## src/rtl/tl_d_beat_collector.sv

```systemverilog
// Passive TileLink D-channel monitor: groups multi-beat responses into
// one record, queues records for the trace back end, flags violations.
module tl_d_beat_collector #(
    parameter int DATA_W      = 32,
    parameter int MAX_LG_SIZE = 6,
    parameter int FIFO_DEPTH  = 4
) (
    input  logic              clock,
    input  logic              reset,
    input  logic              d_valid,
    input  logic              d_ready,
    input  logic [2:0]        d_opcode,
    input  logic [1:0]        d_param,
    input  logic [3:0]        d_size,
    input  logic              d_source,
    input  logic              d_sink,
    input  logic              d_denied,
    input  logic              d_corrupt,
    input  logic [DATA_W-1:0] d_data,
    output logic              rsp_valid,
    input  logic              rsp_ready,
    output logic [2:0]        rsp_opcode,
    output logic [3:0]        rsp_size,
    output logic              rsp_source,
    output logic              rsp_sink,
    output logic              rsp_denied,
    output logic              rsp_corrupt,
    output logic [4:0]        rsp_beats,
    output logic [DATA_W-1:0] rsp_data0,
    output logic              err_protocol,
    output logic              err_overflow,
    input  logic              clear_err
);

    localparam int LgBpb = $clog2(DATA_W / 8);
    localparam int PtrW  = $clog2(FIFO_DEPTH);
    localparam int CntW  = PtrW + 1;

    typedef struct packed {
        logic [2:0]        opcode;
        logic [3:0]        size;
        logic              source;
        logic              sink;
        logic              denied;
        logic              corrupt;
        logic [4:0]        beats;
        logic [DATA_W-1:0] data0;
    } rspRec_t;

    typedef enum logic {IDLE, BURST} state_t;

    state_t      state, stateNext;
    logic        fire;
    logic        isData;
    logic        sizeBad;
    logic [4:0]  expBeats;
    logic        protErr;
    logic        pushValid;
    rspRec_t     pushRec;

    logic [2:0]        curOpcode;
    logic [3:0]        curSize;
    logic              curSource;
    logic              curSink;
    logic              curDenied;
    logic              curCorrupt;
    logic [DATA_W-1:0] curData0;
    logic [4:0]        beatCnt;
    logic [4:0]        remaining;

    rspRec_t           mem [FIFO_DEPTH];
    logic [PtrW-1:0]   wrPtr, rdPtr;
    logic [CntW-1:0]   count;
    logic              empty, full, pop, wrEn, drop;

    logic              unusedBits;

    assign unusedBits = ^{d_param, d_data};
    assign fire       = d_valid & d_ready;

    always_comb begin
        isData   = (d_opcode == 3'd1) || (d_opcode == 3'd5);
        sizeBad  = d_size > 4'(MAX_LG_SIZE);
        expBeats = 5'd1;
        if (isData && !sizeBad && d_size > 4'(LgBpb)) begin
            expBeats = 5'd1 << (d_size - 4'(LgBpb));
        end
    end

    always_ff @(posedge clock) begin
        if (reset) state <= IDLE;
        else       state <= stateNext;
    end

    always_comb begin
        stateNext = state;
        unique case (state)
            IDLE:  if (fire && expBeats != 5'd1) stateNext = BURST;
            BURST: if (fire && remaining == 5'd1) stateNext = IDLE;
        endcase
    end

    always_comb begin
        protErr   = 1'b0;
        pushValid = 1'b0;
        pushRec   = '0;
        unique case (state)
            IDLE: begin
                if (fire) begin
                    protErr   = sizeBad;
                    pushValid = (expBeats == 5'd1);
                    pushRec   = '{d_opcode, d_size, d_source, d_sink,
                                  d_denied, d_corrupt, 5'd1, d_data};
                end
            end
            BURST: begin
                if (fire) begin
                    protErr   = (d_opcode != curOpcode) ||
                                (d_size != curSize) ||
                                (d_source != curSource) ||
                                (d_sink != curSink);
                    pushValid = (remaining == 5'd1);
                    pushRec   = '{curOpcode, curSize, curSource, curSink,
                                  curDenied | d_denied,
                                  curCorrupt | d_corrupt,
                                  beatCnt + 5'd1, curData0};
                end
            end
        endcase
    end

    always_ff @(posedge clock) begin
        if (reset) begin
            curOpcode  <= '0;
            curSize    <= '0;
            curSource  <= 1'b0;
            curSink    <= 1'b0;
            curDenied  <= 1'b0;
            curCorrupt <= 1'b0;
            curData0   <= '0;
            beatCnt    <= '0;
            remaining  <= '0;
        end else if (fire) begin
            if (state == IDLE) begin
                curOpcode  <= d_opcode;
                curSize    <= d_size;
                curSource  <= d_source;
                curSink    <= d_sink;
                curDenied  <= d_denied;
                curCorrupt <= d_corrupt;
                curData0   <= d_data;
                beatCnt    <= 5'd1;
                remaining  <= expBeats - 5'd1;
            end else begin
                curDenied  <= curDenied | d_denied;
                curCorrupt <= curCorrupt | d_corrupt;
                beatCnt    <= beatCnt + 5'd1;
                remaining  <= remaining - 5'd1;
            end
        end
    end

    assign empty = (count == '0);
    assign full  = (count == CntW'(FIFO_DEPTH));
    assign pop   = rsp_ready & ~empty;
    // A pop in the same cycle frees the slot, so a full FIFO still accepts.
    assign wrEn  = pushValid & (~full | pop);
    assign drop  = pushValid & full & ~pop;

    always_ff @(posedge clock) begin
        if (reset) begin
            wrPtr <= '0;
            rdPtr <= '0;
            count <= '0;
            for (int i = 0; i < FIFO_DEPTH; i++) mem[i] <= '0;
        end else begin
            if (wrEn) begin
                mem[wrPtr] <= pushRec;
                wrPtr      <= wrPtr + 1'b1;
            end
            if (pop) rdPtr <= rdPtr + 1'b1;
            unique case (1'b1)
                wrEn & ~pop: count <= count + 1'b1;
                pop & ~wrEn: count <= count - 1'b1;
                default:     count <= count;
            endcase
        end
    end

    always_ff @(posedge clock) begin
        if (reset) begin
            err_protocol <= 1'b0;
            err_overflow <= 1'b0;
        end else begin
            err_protocol <= protErr | (err_protocol & ~clear_err);
            err_overflow <= drop | (err_overflow & ~clear_err);
        end
    end

    assign rsp_valid   = ~empty;
    assign rsp_opcode  = mem[rdPtr].opcode;
    assign rsp_size    = mem[rdPtr].size;
    assign rsp_source  = mem[rdPtr].source;
    assign rsp_sink    = mem[rdPtr].sink;
    assign rsp_denied  = mem[rdPtr].denied;
    assign rsp_corrupt = mem[rdPtr].corrupt;
    assign rsp_beats   = mem[rdPtr].beats;
    assign rsp_data0   = mem[rdPtr].data0;

endmodule

```

## config.mk

```make
export PLATFORM = sky130hd
export DESIGN_NAME = tl_d_beat_collector
export DESIGN_NICKNAME = d
export VERILOG_FILES = /design/src/rtl/tl_d_beat_collector.sv
export SDC_FILE = /design/constraint.sdc
export NUM_CORES = 1
export LEC_CHECK = 0
export BUFFER_PORTS_ARGS = -buffer_cell sky130_fd_sc_hd__clkbuf_2
export CAP_MARGIN = 20
export CELL_PAD_IN_SITES_DETAIL_PLACEMENT = 1
export CELL_PAD_IN_SITES_GLOBAL_PLACEMENT = 1
export CORE_ASPECT_RATIO = 1.1
export CORE_UTILIZATION = 35
export CTS_CLUSTER_SIZE = 24
export DETAILED_ROUTE_END_ITERATION = 10
export PLACE_DENSITY_LB_ADDON = 0.1
export SYNTH_ARGS = -nofsm -noshare
export SYNTH_HDL_FRONTEND = slang
export SYNTH_SLANG_ARGS = --single-unit
```

## constraint.sdc

```tcl
create_clock -name clock -period 5.9 [get_ports clock]
set_clock_uncertainty 0.2 [all_clocks]
set_input_delay 0.59 -clock clock [delete_from_list [all_inputs] [get_ports clock]]
set_output_delay 0.59 -clock clock [all_outputs]
set_load 0.03 [all_outputs]
```

==> metrics.cfg <==
[run_status]
status = complete, no violations

[routing]
vias = 7399
met3WireLength_um = 798
vias_per_cell = 5.03
drc = 0
wl_met1_um = 13400
wl_per_cell_um = 20.8
finalWirelength_um = 30600
wl_met2_um = 15900
dr.pass1.iters = 4
drt-initial-drc-count = 353
dr.max_layer_used = met4
ant_nets = 0

[setup_path]
crit_chain = clkbuf_2 -> inv_1 -> ha_1 -> xnor2_1 -> nand2_1 -> or4_1 -> ha_1 -> and2b_2 -> a32o_1 -> a32oi_2 -> nand2_1 -> fa_1 -> or3_1 -> mux2i_1 -> mux2_1
crit_type = in2reg
worst_ep_arrival_time_ns = 4.49
critPathLaunchType = primary input
cp_max_fo = 11
r2r_setup_slack_ns = 2.55
worstRegToRegCells = 8
cp.required_ns = 6.13
rr_endpoint = count[2]
cp-end-kind = register
max_stage_delay_ns = 0.46
critPathSlowestCell = or4_1
timing.rr.start = state

[synthesis]
synth-edff-count = 192
ys_warn_count = 0
synthArstFlopShare_pct = 0
ys_seq_area_share_pct = 61.3
synth.ff_latch_count = 257
synth_ff_type = edfxtp_1
synth_area_mm2 = 0.0115
synth_cell_types = 60
syn_area_per_cell_um2 = 12.2
netlist_instances = 943
synthesis.nets = 1002

[clock_tree]
cts_root_buffer = clkbuf_16
cts_made_buffers = 29
cts_resized = 0
clk_latency_ns = 0.54
htreeDepth = 1
clk_pin_slew_worst_paths_ns = 0.06
clockBufferDepth = 3
post_cts_buffers = 0
cts_tree = built
cts_sinks = 257
cts_hold_buffers = 0

[timing]
drv_slew = 0
holdWs_ns = 0.0811
fin_crit_ns = 4.26
rsz0062_at_grt = false
max_freq_mhz = 235
tightestPinTransition_ns = 0.914
timing.final.crit_share_pct = 72.2
worst_slack_ns = 1.64
finalHoldViolCount = 0
tns_ns = 0
finalSetupViolCount = 0
maxSlewHeadroom_pct = 38.9

[worst_hold_path]
hold_start = d_data[20]
hp-class = in2reg
min_to = curData0[20]
min_path_cells = 3

[place]
gp_congestion = 0.718
dp_hpwl_um = 17400
dp_slack_ns = 1.10
port-buffer-count = 99

[finish]
n_antenna_cell = 0
layout_commonest_cell = nor2_1
syn_to_final_growth_pct = 15.1
layout_common_cells = 208 x nor2_1, 192 x edfxtp_1, 148 x nand2_1
drive_above_1_share_pct = 25.4
fin_nets = 1081

[floorplan]
initial_utilization_pct = 35.6
floorplan.die.width_um = 175
dieArea_mm2 = 0.0336
core_mm2 = 0.0324
io_pins = 102
dieHeight_um = 192
row_count = 69

[pwr]
power.density_mw_per_mm2 = 379
peakVddDrop_v = 0.000203
power.leakage_uw = 0.00468

[global_route]
grt_util_all_layers_pct = 18.5
grt_max_degree = 55
grt_pass1_wl_um = 47200
grt-ovfl-total = 0
antenna_found_initial = 0
grt_pass1_vias = 8088

[job]
max-cap-violations = 0

==> kinds of logic (layout without fill, tap and decap cells) <==
family          after synthesis  in the layout  share of synthesized area, %
compound gates               89             89                          4.64
flops                       257            257                          61.3
xor+xnor                     16             16                          1.22
mux                          90             90                          13.5
simple gates                408            408                          14.9
buf+inv                      75            176                          3.52
fa+ha+maj                     8              8                         0.934
==> through the flow <==
step	power (uW)	instance area, um2	instances	utilization, %
after floorplan	2960	11500	943	-
after global placement	3290	12300	1417	38.1
after detailed placement	3300	12300	1417	38.1
after CTS	5100	13300	1470	40.9
after global routing	5230	13300	1470	40.9
final	5020	13300	1470	40.9
==> worst max path at each step <==
stage | slack, ns | endpoint | start | cells past startpoint
after global placement | 1.17 | count[2] | d_size[1] | 15
after detailed placement | 1.10 | count[2] | d_size[1] | 15
after floorplan | 1.38 | mem[1][0] | d_size[1] | 11
final | 1.64 | count[2] | d_size[1] | 15
after global routing | 1.37 | count[2] | d_size[1] | 15
after CTS | 1.66 | count[2] | d_size[1] | 15
==> cells in the mapped netlist, drive strengths merged, types with 3 or more instances <==
| master | instances | share of area [%] |
|---|---|---|
| edfxtp | 192 | 50 |
| nand3 | 6 | 0.26 |
| ha | 7 | 0.76 |
| mux4 | 48 | 9.4 |
| dfxtp | 65 | 11 |
| xnor2 | 6 | 0.46 |
| mux2i | 3 | 0.26 |
| and2 | 4 | 0.23 |
| a21o | 4 | 0.26 |
| clkbuf | 31 | 1.0 |
| inv | 10 | 0.33 |
| nor2 | 209 | 6.9 |
| xor2 | 10 | 0.76 |
| a21oi | 53 | 2.3 |
| nor3 | 3 | 0.13 |
| mux2 | 39 | 3.8 |
| or4 | 4 | 0.33 |
| nor2b | 4 | 0.22 |
| nor4 | 4 | 0.22 |
| buf | 34 | 2.2 |
| nand2 | 148 | 4.8 |
| a31oi | 5 | 0.27 |
| nand2b | 7 | 0.38 |
| o21ai | 8 | 0.35 |
| or3 | 5 | 0.33 |
==> report_power, final <==
group          internal (uW)  leakage, uW  switching [uW]
Clock                   1070     0.000466             727
Sequential              2070      0.00254             109
Combinational            391      0.00167             655
Total                   3530      0.00468            1490
==> registers in the layout, summed over array words and instances, names as in the netlist, 2 cells and up, named ones only <==
signal / cells
wrPtr: 2
curData0: 32
mem: 192
rdPtr: 2
curSize: 4
curOpcode: 3
beatCnt: 5
count: 3
remaining: 5
==> worst max-delay path: cells and delay by family <==
family                   cells  cell delay, ns
buffers and inverters        2            0.40
XOR/XNOR                     1            0.17
AO/OA/AOI/OAI                2            0.65
adder cells (fa/ha/maj)      3            0.91
multiplexers                 2            0.49
AND/OR/NAND/NOR              5            1.26
==> metal layers <==
metal  GRT usage (%)  vias up
met3            2.34       36
met5               0        -
met4            4.15        0
met2            33.9       94
met1            23.2     3767
li1                -     3502
==> layout make-up <==
| cell class | count | area, um2 |
|---|---|---|
| sequential | 257 | 7080 |
| clock inverter | 14 | 141 |
| inverter | 10 | 37.5 |
| tap | 426 | 533 |
| timing repair buffer | 113 | 613 |
| fill | 3468 | 19100 |
| clock buffer | 39 | 793 |
| multi-input combinational | 611 | 4060 |
(Power assumes the default switching activity.)
